===== src/rtl/imem_loader_pkg.sv =====
// Shared instruction-memory definitions: loader FSM states, memory geometry
// and the big-endian byte selector used by the write-port serializer.
package imem_pkg;

    localparam int unsigned IMEM_BYTES     = 256;
    localparam int unsigned BYTES_PER_WORD = 4;

    typedef enum logic [2:0] {
        IDLE   = 3'd0,
        ACCEPT = 3'd1,
        WRITE  = 3'd2,
        DONE   = 3'd3,
        ERROR  = 3'd4
    } state_t;

    // Byte 0 is the most significant byte, matching the memory read order
    function automatic logic [7:0] word_byte(input logic [31:0] word, input logic [1:0] idx);
        case (idx)
            2'd0:    return word[31:24];
            2'd1:    return word[23:16];
            2'd2:    return word[15:8];
            default: return word[7:0];
        endcase
    endfunction

endpackage


===== src/rtl/imem_loader.sv =====
// Instruction memory loader: takes 32-bit words from a valid/ready stream and
// writes them as four big-endian bytes. Optional IMEM_LOADER_CHECKSUM_EN adds checksum.
module imem_loader
    import imem_pkg::*;
#(
    parameter int unsigned MEM_BYTES = IMEM_BYTES,
    parameter int unsigned BASE_ADDR = 0
) (
    input  logic                               clk,
    input  logic                               rst_n,
    input  logic                               start,
    input  logic                               s_valid,
    output logic                               s_ready,
    input  logic [31:0]                        s_data,
    input  logic                               s_last,
    output logic                               mem_we,
    output logic [31:0]                        mem_addr,
    output logic [7:0]                         mem_wdata,
    output logic                               cpu_stall,
    output logic                               load_done,
    output logic                               load_err,
`ifdef IMEM_LOADER_CHECKSUM_EN
    output logic [7:0]                         checksum,
`endif
    output logic [$clog2(MEM_BYTES/4):0]       word_count
);

    localparam int unsigned CNT_W = $clog2(MEM_BYTES / BYTES_PER_WORD) + 1;

    state_t             state_q, state_d;
    logic [31:0]        wr_ptr_q, wr_ptr_d;
    logic [1:0]         byte_idx_q, byte_idx_d;
    logic [31:0]        word_q, word_d;
    logic               last_q, last_d;
    logic [CNT_W-1:0]   count_d;
    logic               fits;
    logic               restart;
    logic               mem_we_d;
    logic [31:0]        mem_addr_d;
    logic [7:0]         mem_wdata_d;
`ifdef IMEM_LOADER_CHECKSUM_EN
    logic [7:0]         checksum_d;
`endif

    // State, datapath and registered outputs
    always_ff @(posedge clk) begin
        if (!rst_n) begin
            state_q    <= IDLE;
            wr_ptr_q   <= 32'(BASE_ADDR);
            byte_idx_q <= 2'd0;
            word_q     <= 32'd0;
            last_q     <= 1'b0;
            word_count <= '0;
            s_ready    <= 1'b0;
            mem_we     <= 1'b0;
            mem_addr   <= 32'(BASE_ADDR);
            mem_wdata  <= 8'd0;
            cpu_stall  <= 1'b0;
            load_done  <= 1'b0;
            load_err   <= 1'b0;
`ifdef IMEM_LOADER_CHECKSUM_EN
            checksum   <= 8'd0;
`endif
        end else begin
            state_q    <= state_d;
            wr_ptr_q   <= wr_ptr_d;
            byte_idx_q <= byte_idx_d;
            word_q     <= word_d;
            last_q     <= last_d;
            word_count <= count_d;
            s_ready    <= (state_d == ACCEPT);
            mem_we     <= mem_we_d;
            mem_addr   <= mem_addr_d;
            mem_wdata  <= mem_wdata_d;
            cpu_stall  <= (state_d == ACCEPT) || (state_d == WRITE) || (state_d == ERROR);
            load_done  <= (state_d == DONE);
            load_err   <= (state_d == ERROR);
`ifdef IMEM_LOADER_CHECKSUM_EN
            checksum   <= checksum_d;
`endif
        end
    end

    // Widened compare so wr_ptr+4 cannot wrap
    assign fits = ({1'b0, wr_ptr_q} + 33'(BYTES_PER_WORD)) <= 33'(MEM_BYTES);

    // Next-state and serializer logic
    always_comb begin
        state_d     = state_q;
        wr_ptr_d    = wr_ptr_q;
        byte_idx_d  = byte_idx_q;
        word_d      = word_q;
        last_d      = last_q;
        count_d     = word_count;
        restart     = 1'b0;
        mem_addr_d  = mem_addr;
        mem_wdata_d = mem_wdata;

        case (state_q)
            IDLE, DONE, ERROR: begin
                if (start) begin
                    restart  = 1'b1;
                    state_d  = ACCEPT;
                    wr_ptr_d = 32'(BASE_ADDR);
                    count_d  = '0;
                end
            end
            ACCEPT: begin
                if (s_valid && s_ready) begin
                    word_d     = s_data;
                    last_d     = s_last;
                    byte_idx_d = 2'd0;
                    state_d    = fits ? WRITE : ERROR;
                end
            end
            WRITE: begin
                wr_ptr_d   = wr_ptr_q + 32'd1;
                byte_idx_d = byte_idx_q + 2'd1;
                if (byte_idx_q == 2'd3) begin
                    count_d = word_count + CNT_W'(1);
                    state_d = last_q ? DONE : ACCEPT;
                end
            end
            default: state_d = IDLE;
        endcase

        // Write port presents the byte for the state being entered
        mem_we_d = (state_d == WRITE);
        if (mem_we_d) begin
            mem_addr_d  = wr_ptr_d;
            mem_wdata_d = word_byte(word_d, byte_idx_d);
        end

`ifdef IMEM_LOADER_CHECKSUM_EN
        checksum_d = checksum;
        if (restart) begin
            checksum_d = 8'd0;
        end else if (mem_we_d) begin
            checksum_d = checksum + mem_wdata_d;
        end
`endif
    end

endmodule


===== config.mk =====
export PLATFORM = sky130hd
export DESIGN_NAME = imem_loader
export DESIGN_NICKNAME = d
export VERILOG_FILES = /design/src/rtl/imem_loader_pkg.sv /design/src/rtl/imem_loader.sv
export SDC_FILE = /design/constraint.sdc
export NUM_CORES = 1
export LEC_CHECK = 0
export BUFFER_PORTS_ARGS = -buffer_cell sky130_fd_sc_hd__buf_2
export CAP_MARGIN = 20
export CORE_MARGIN = 5
export CORE_UTILIZATION = 58
export DETAILED_ROUTE_END_ITERATION = 12
export GPL_ROUTABILITY_DRIVEN = 0
export GPL_TIMING_DRIVEN = 0
export MAX_ROUTING_LAYER = met4
export PLACE_DENSITY = 0.86
export SLEW_MARGIN = 40
export SYNTH_ARGS = -nofsm -noshare
export SYNTH_HDL_FRONTEND = slang
export SYNTH_SLANG_ARGS = --single-unit

===== constraint.sdc =====
create_clock -name clk -period 3.1 [get_ports clk]
set_input_delay 0.62 -clock clk [delete_from_list [all_inputs] [get_ports clk]]
set_output_delay 0.62 -clock clk [all_outputs]
set_load 0.02 [all_outputs]

# Word-level counts from Yosys, hierarchy flattened

Index checks and enable logic that the tools add are counted.

Bits in registers: 122
Output and inout port bits: 52
Logic and storage cells: 56

Add/subtract/negate cells: 4
Magnitude comparators: 1
Equal/unequal tests: 13
Muxes and demuxes: 16
Reduce and logical (&&, ||, !) cells: 9

Operators with widths:

| cell                    | count |
|---|---|
| $mux W32                | 3 |
| $pmux W32 S2            | 1 |
| $add A32 B3 Y33 const B | 1 |
| $le A33 B9 Y1 const B   | 1 |
| $add A32 B1 Y32 const B | 1 |
| $pmux W8 S3             | 1 |
| $mux W7                 | 2 |
| $pmux W7 S2             | 1 |
| $eq A3 B2 Y1 const B    | 4 |
| $mux W3                 | 4 |
| $pmux W3 S3             | 1 |
| $add A7 B1 Y7 const B   | 1 |
| $eq A3 B1 Y1 const B    | 2 |
| $eq A3 B3 Y1 const B    | 2 |
| $eq A2 B2 Y1 const B    | 2 |
| $mux W2                 | 2 |
| $ne A2 B2 Y1 const B    | 2 |
| $pmux W2 S2             | 1 |
| $logic_not A3 Y1        | 1 |
| $reduce_and A3 Y1       | 1 |
| $reduce_or A3 Y1        | 1 |
| $add A2 B1 Y2 const B   | 1 |
| $eq A2 B1 Y1 const B    | 1 |
| $logic_not A2 Y1        | 1 |
| 4 further kinds         | 5 |

# Longest topological paths before layout

Depth after elaboration: 8
Depth in mapped cells: 12
Depth with buffers taken out: 9

# Worst setup path after synthesis

Ideal clock, no wire load.

Path kind: flip-flop to flip-flop
From: register wr_ptr_q[6]
To: register mem_addr[14]
Setup time: 121 ps
Arrival time: 2642 ps
Required time: 2979 ps
Setup slack: 337 ps
Stages on the path, launching flop included: 12
Buffers on the path: 3
Clock period less this slack: 2763 ps
Cells stage by stage: dfxtp_1 > buf_2 > and3_1 > nand3_2 > or4b_1 > a21oi_1 > or4b_4 > o21ai_4 > nand2_2 > buf_6 > buf_6 > mux2_4

Word-level cells in the longest chain between the ends: 6
Elaborated cells on any way between the ends: 8
Classes of those cells: add/sub: 2; order compare: 1; eq/ne: 1; mux: 4

RTL lines:

| element                | line               | source |
|---|---|---|
| start, declared        | imem_loader.sv:31  | `logic [31:0] wr_ptr_q, wr_ptr_d;` |
| start signal, assigned | imem_loader.sv:49  | `wr_ptr_q <= 32'(BASE_ADDR);` |
| start signal, assigned | imem_loader.sv:66  | `wr_ptr_q <= wr_ptr_d;` |
| $add A32 B3 Y33        | imem_loader.sv:85  | `assign fits = ({1'b0, wr_ptr_q} + 33'(BYTES_PER_WORD)) <= 33'(MEM_BYTES);` |
| $le A33 B9 Y1          | imem_loader.sv:85  |  |
| $mux W3                | imem_loader.sv:113 | `state_d = fits ? WRITE : ERROR;` |
| $mux W3                | imem_loader.sv:109 | `if (s_valid && s_ready) begin` |
| $pmux W3 S3            | imem_loader.sv:99  | `case (state_q)` |
| $eq A3 B2 Y1           | imem_loader.sv:128 | `mem_we_d = (state_d == WRITE);` |
| end signal, assigned   | imem_loader.sv:56  | `mem_addr <= 32'(BASE_ADDR);` |
| end signal, assigned   | imem_loader.sv:73  | `mem_addr <= mem_addr_d;` |
| end, declared          | imem_loader.sv:17  | `output logic [31:0] mem_addr,` |

Several ways; a longest one is shown, not always the timed one.
A chain may end at the register's enable or synchronous reset.

# Final worst setup path

From: register wr_ptr_q[21]
To: register mem_addr[14]

Word-level cells in the longest chain between the ends: 6

RTL lines:

| element         | line |
|---|---|
| $add A32 B3 Y33 | imem_loader.sv:85 |
| $le A33 B9 Y1   | imem_loader.sv:85 |
| $mux W3         | imem_loader.sv:113 |
| $mux W3         | imem_loader.sv:109 |
| $pmux W3 S3     | imem_loader.sv:99 |
| $eq A3 B2 Y1    | imem_loader.sv:128 |

Every way passes these cells.

==> impl_metrics.toml <==
[power_and_ir_drop]
ir_worst_vdd_uv = 338
p_per_area_nw_per_um2 = 482
power.leakage_nw = 3.01
total_power_mw = 3.63

[detailed_routing]
met2_length_mm = 8.56
wl_met3_mm = 2.09
wirelength_mm = 18.2
drcViolationCount = 0
initialDrtViolationCount = 827
wl_met1_mm = 6.51
vias = 6382
wl_per_cell_um = 18.1
drtAntennaViolNets = 0
routed.top_layer = "met4"
via_per_inst = 6.35
firstDrtPassIters = 6

[synthesis]
yosysMostFrequentCell = "nand2_1"
synth_warnings = 0
synth_cells = 746
synth_common_cells = "nand2_1 (126), dfxtp_1 (122), a21oi_1 (61), nor2_1 (48), clkbuf_1 (37)"
yosys-top-cells-area = "dfxtp_1 (39%), nand2_1 (7.6%), a21oi_1 (4.9%)"
ys.flop_type = "dfxtp_1"
syn-num-nets = 787
syn_avg_cell_area_um2 = 8.31
ys_ff_latch = 122
synth_cell_type_count = 65
synth_largest_area_cell = "dfxtp_1"
synth_edf_count = 0
yosysTopAreaCellShare_pct = 39.4
syn-cell-area_um2 = 6200
synthArstFlopShare_pct = 0
seq_area_frac_synth_pct = 39.4

[worst_setup_path]
required_ns = 3.52
r2r_start = "wr_ptr_q[21]$_SDFF_PN0_"
cp.arrival_ns = 3.49
ff2ff_path_depth = 11
cp_max_fo = 10
crit_type = "reg -> reg"
cp-startpoint = "wr_ptr_q[21]$_SDFF_PN0_"
worstSetupStartpointType = "register"
endpoint_kind = "register"

[sta]
worst_pin_slew_ns = 0.789
fin_crit_sh_pct = 99.0
min_period_ns = 3.07
rsz0062_at_grt = "true"
relSlewSlack_pct = 46.8
slew_violations = 0
setup_ws_ns = 0.0310
hold_violations = 0
timing.fmax_mhz = 326
fin_skew_ns = 0.00781
setup_violations = 0
tns_ns = 0

[finish]
fin_cells = 1005
diodes = 0
drive_above_1_share_pct = 24.7
area_growth_pct = 21.5
fin_nets = 898

[global_route]
grt_pass1_vias = 6105
gr-usage-all-layers_pct = 28.9
grt_pass1_wl_mm = 29.0
antenna_found_initial = 0
overflow = 0
grt_max_degree = 17

[cts]
path_clk_slew_ns = 0.06
root_buffer = "clkbuf_8"
cts_tree = "yes"
cts_max_level = 4
numCtsBuffers = 17
cts_hold_buf = 0
clock_sinks = 122
clock_latency_ns = 0.54
clockBufferDepth = 2

[die]
rows = 37
initial_core_util_pct = 59.8
ios = 89
die_x_um = 113
die_y_um = 113
coreArea_um2 = 10400
die-area_um2 = 12900

[hold_path]
hold_depth = 3
worstHoldPathType = "in -> reg"
hp-start = "s_data[6]"

[job]
maxCapViolCount = 0

[placed_design]
port_buffers = 87
dp_cells = 969
dp_hpwl_mm = 12.5
pre_cts_ws_ns = -0.134

[status]
outcome = "complete, no violations"
repair_timing:
action / in CTS / in global routing
cloned: 0 / 0
pin swaps: 3 / 7
resized for setup: 14 / 27
setup endpoints to repair: 30 / 19
setup buffers: 1 / 5
layer usage:
layer / GRT usage (%) / up-vias
met5: - / -
met4: 17.4 / 0
met3: 7.69 / 132
met2: 47.1 / 444
met1: 31.5 / 2908
li1: - / 2898
sequential cells by signal, indices dropped and copies added (netlist names), 2 cells and up:
| register | flops |
|---|---|
| word_q | 32 |
| wr_ptr_q | 32 |
| mem_addr | 32 |
| byte_idx_q | 2 |
| state_q | 3 |
| word_count | 7 |
| mem_wdata | 8 |
cell families (layout without fill, tap and decap cells):
logic type,after synthesis,count (layout),synth area share [%]
AO/OA/AOI/OAI,162,162,16.5
AND/OR/NAND/NOR,322,322,25.8
XOR/XNOR,7,7,0.989
adder cells (fa/ha/maj),4,4,0.807
buffers and inverters,75,198,5.24
flip-flops,122,122,39.4
multiplexers,54,54,11.3
through the flow:
step	cell area (µm²)	util, %	hold WS [ns]
after detailed placement	6820	65.7	0.447
after global routing	7530	72.7	0.323
final	7530	72.7	0.320
after CTS	7420	71.6	0.315
after floorplan	6200	-	0.433
after global placement	6810	65.6	0.439
where the power goes:
group	switching, mW	total (mW)	internal (mW)
registers	0.0109	1.59	1.58
clock network	0.745	1.80	1.06
logic	0.152	0.230	0.0782
total	0.907	3.63	2.72
worst paths after layout:
check | end | slack, ns
max | mem_addr[14]$_SDFFE_PN0P_ | 0.03
min reg2reg | word_q[1]$_SDFF_PN0_ | 0.46
min | word_q[6]$_SDFF_PN0_ | 0.32
max reg2reg | mem_addr[14]$_SDFFE_PN0P_ | 0.03
worst max-delay path, stage by stage (launching register included):
cell	delay (ns)
dfxtp_1	0.29
clkbuf_4	0.19
and3_1	0.21
or3b_1	0.37
a211oi_1	0.27
o22ai_1	0.20
or4b_4	0.52
o21ai_4	0.18
nand2_4	0.10
buf_8	0.16
buf_8	0.15
mux2_4	0.30
cell type report:
| type | count | area, µm² |
|---|---|---|
| plain buffers | 59 | 307 |
| clock buffers | 17 | 414 |
| clock inverters | 14 | 125 |
| fillers | 745 | 2840 |
| inverters | 15 | 56.3 |
| multi-input cells | 549 | 3530 |
| flip-flops and latches | 122 | 2450 |
| well taps | 136 | 170 |
| repair buffers | 93 | 480 |
placed cells by master, fill, tap and decap left out, types with 5 or more instances in the layout:
master and count:
nand4_1 14, inv_1 15, and2_1 30, clkbuf_4 6, o21a_1 9, and3_1 8, clkbuf_1 35, nand3_1 22
a311oi_1 11, o211ai_1 11, and4_1 6, mux2_4 7, o21ai_0 25, mux2i_1 21, a31oi_1 9, nand3_2 5
dfxtp_1 116, nor2_1 47, nor4_1 11, nand2_1 126, mux2_2 18, nor3_1 16, a21oi_1 61, buf_4 9
clkbuf_16 16, dfxtp_2 5, mux4_2 8, buf_2 96
No activity file was read; power rests on OpenSTA's default activity.
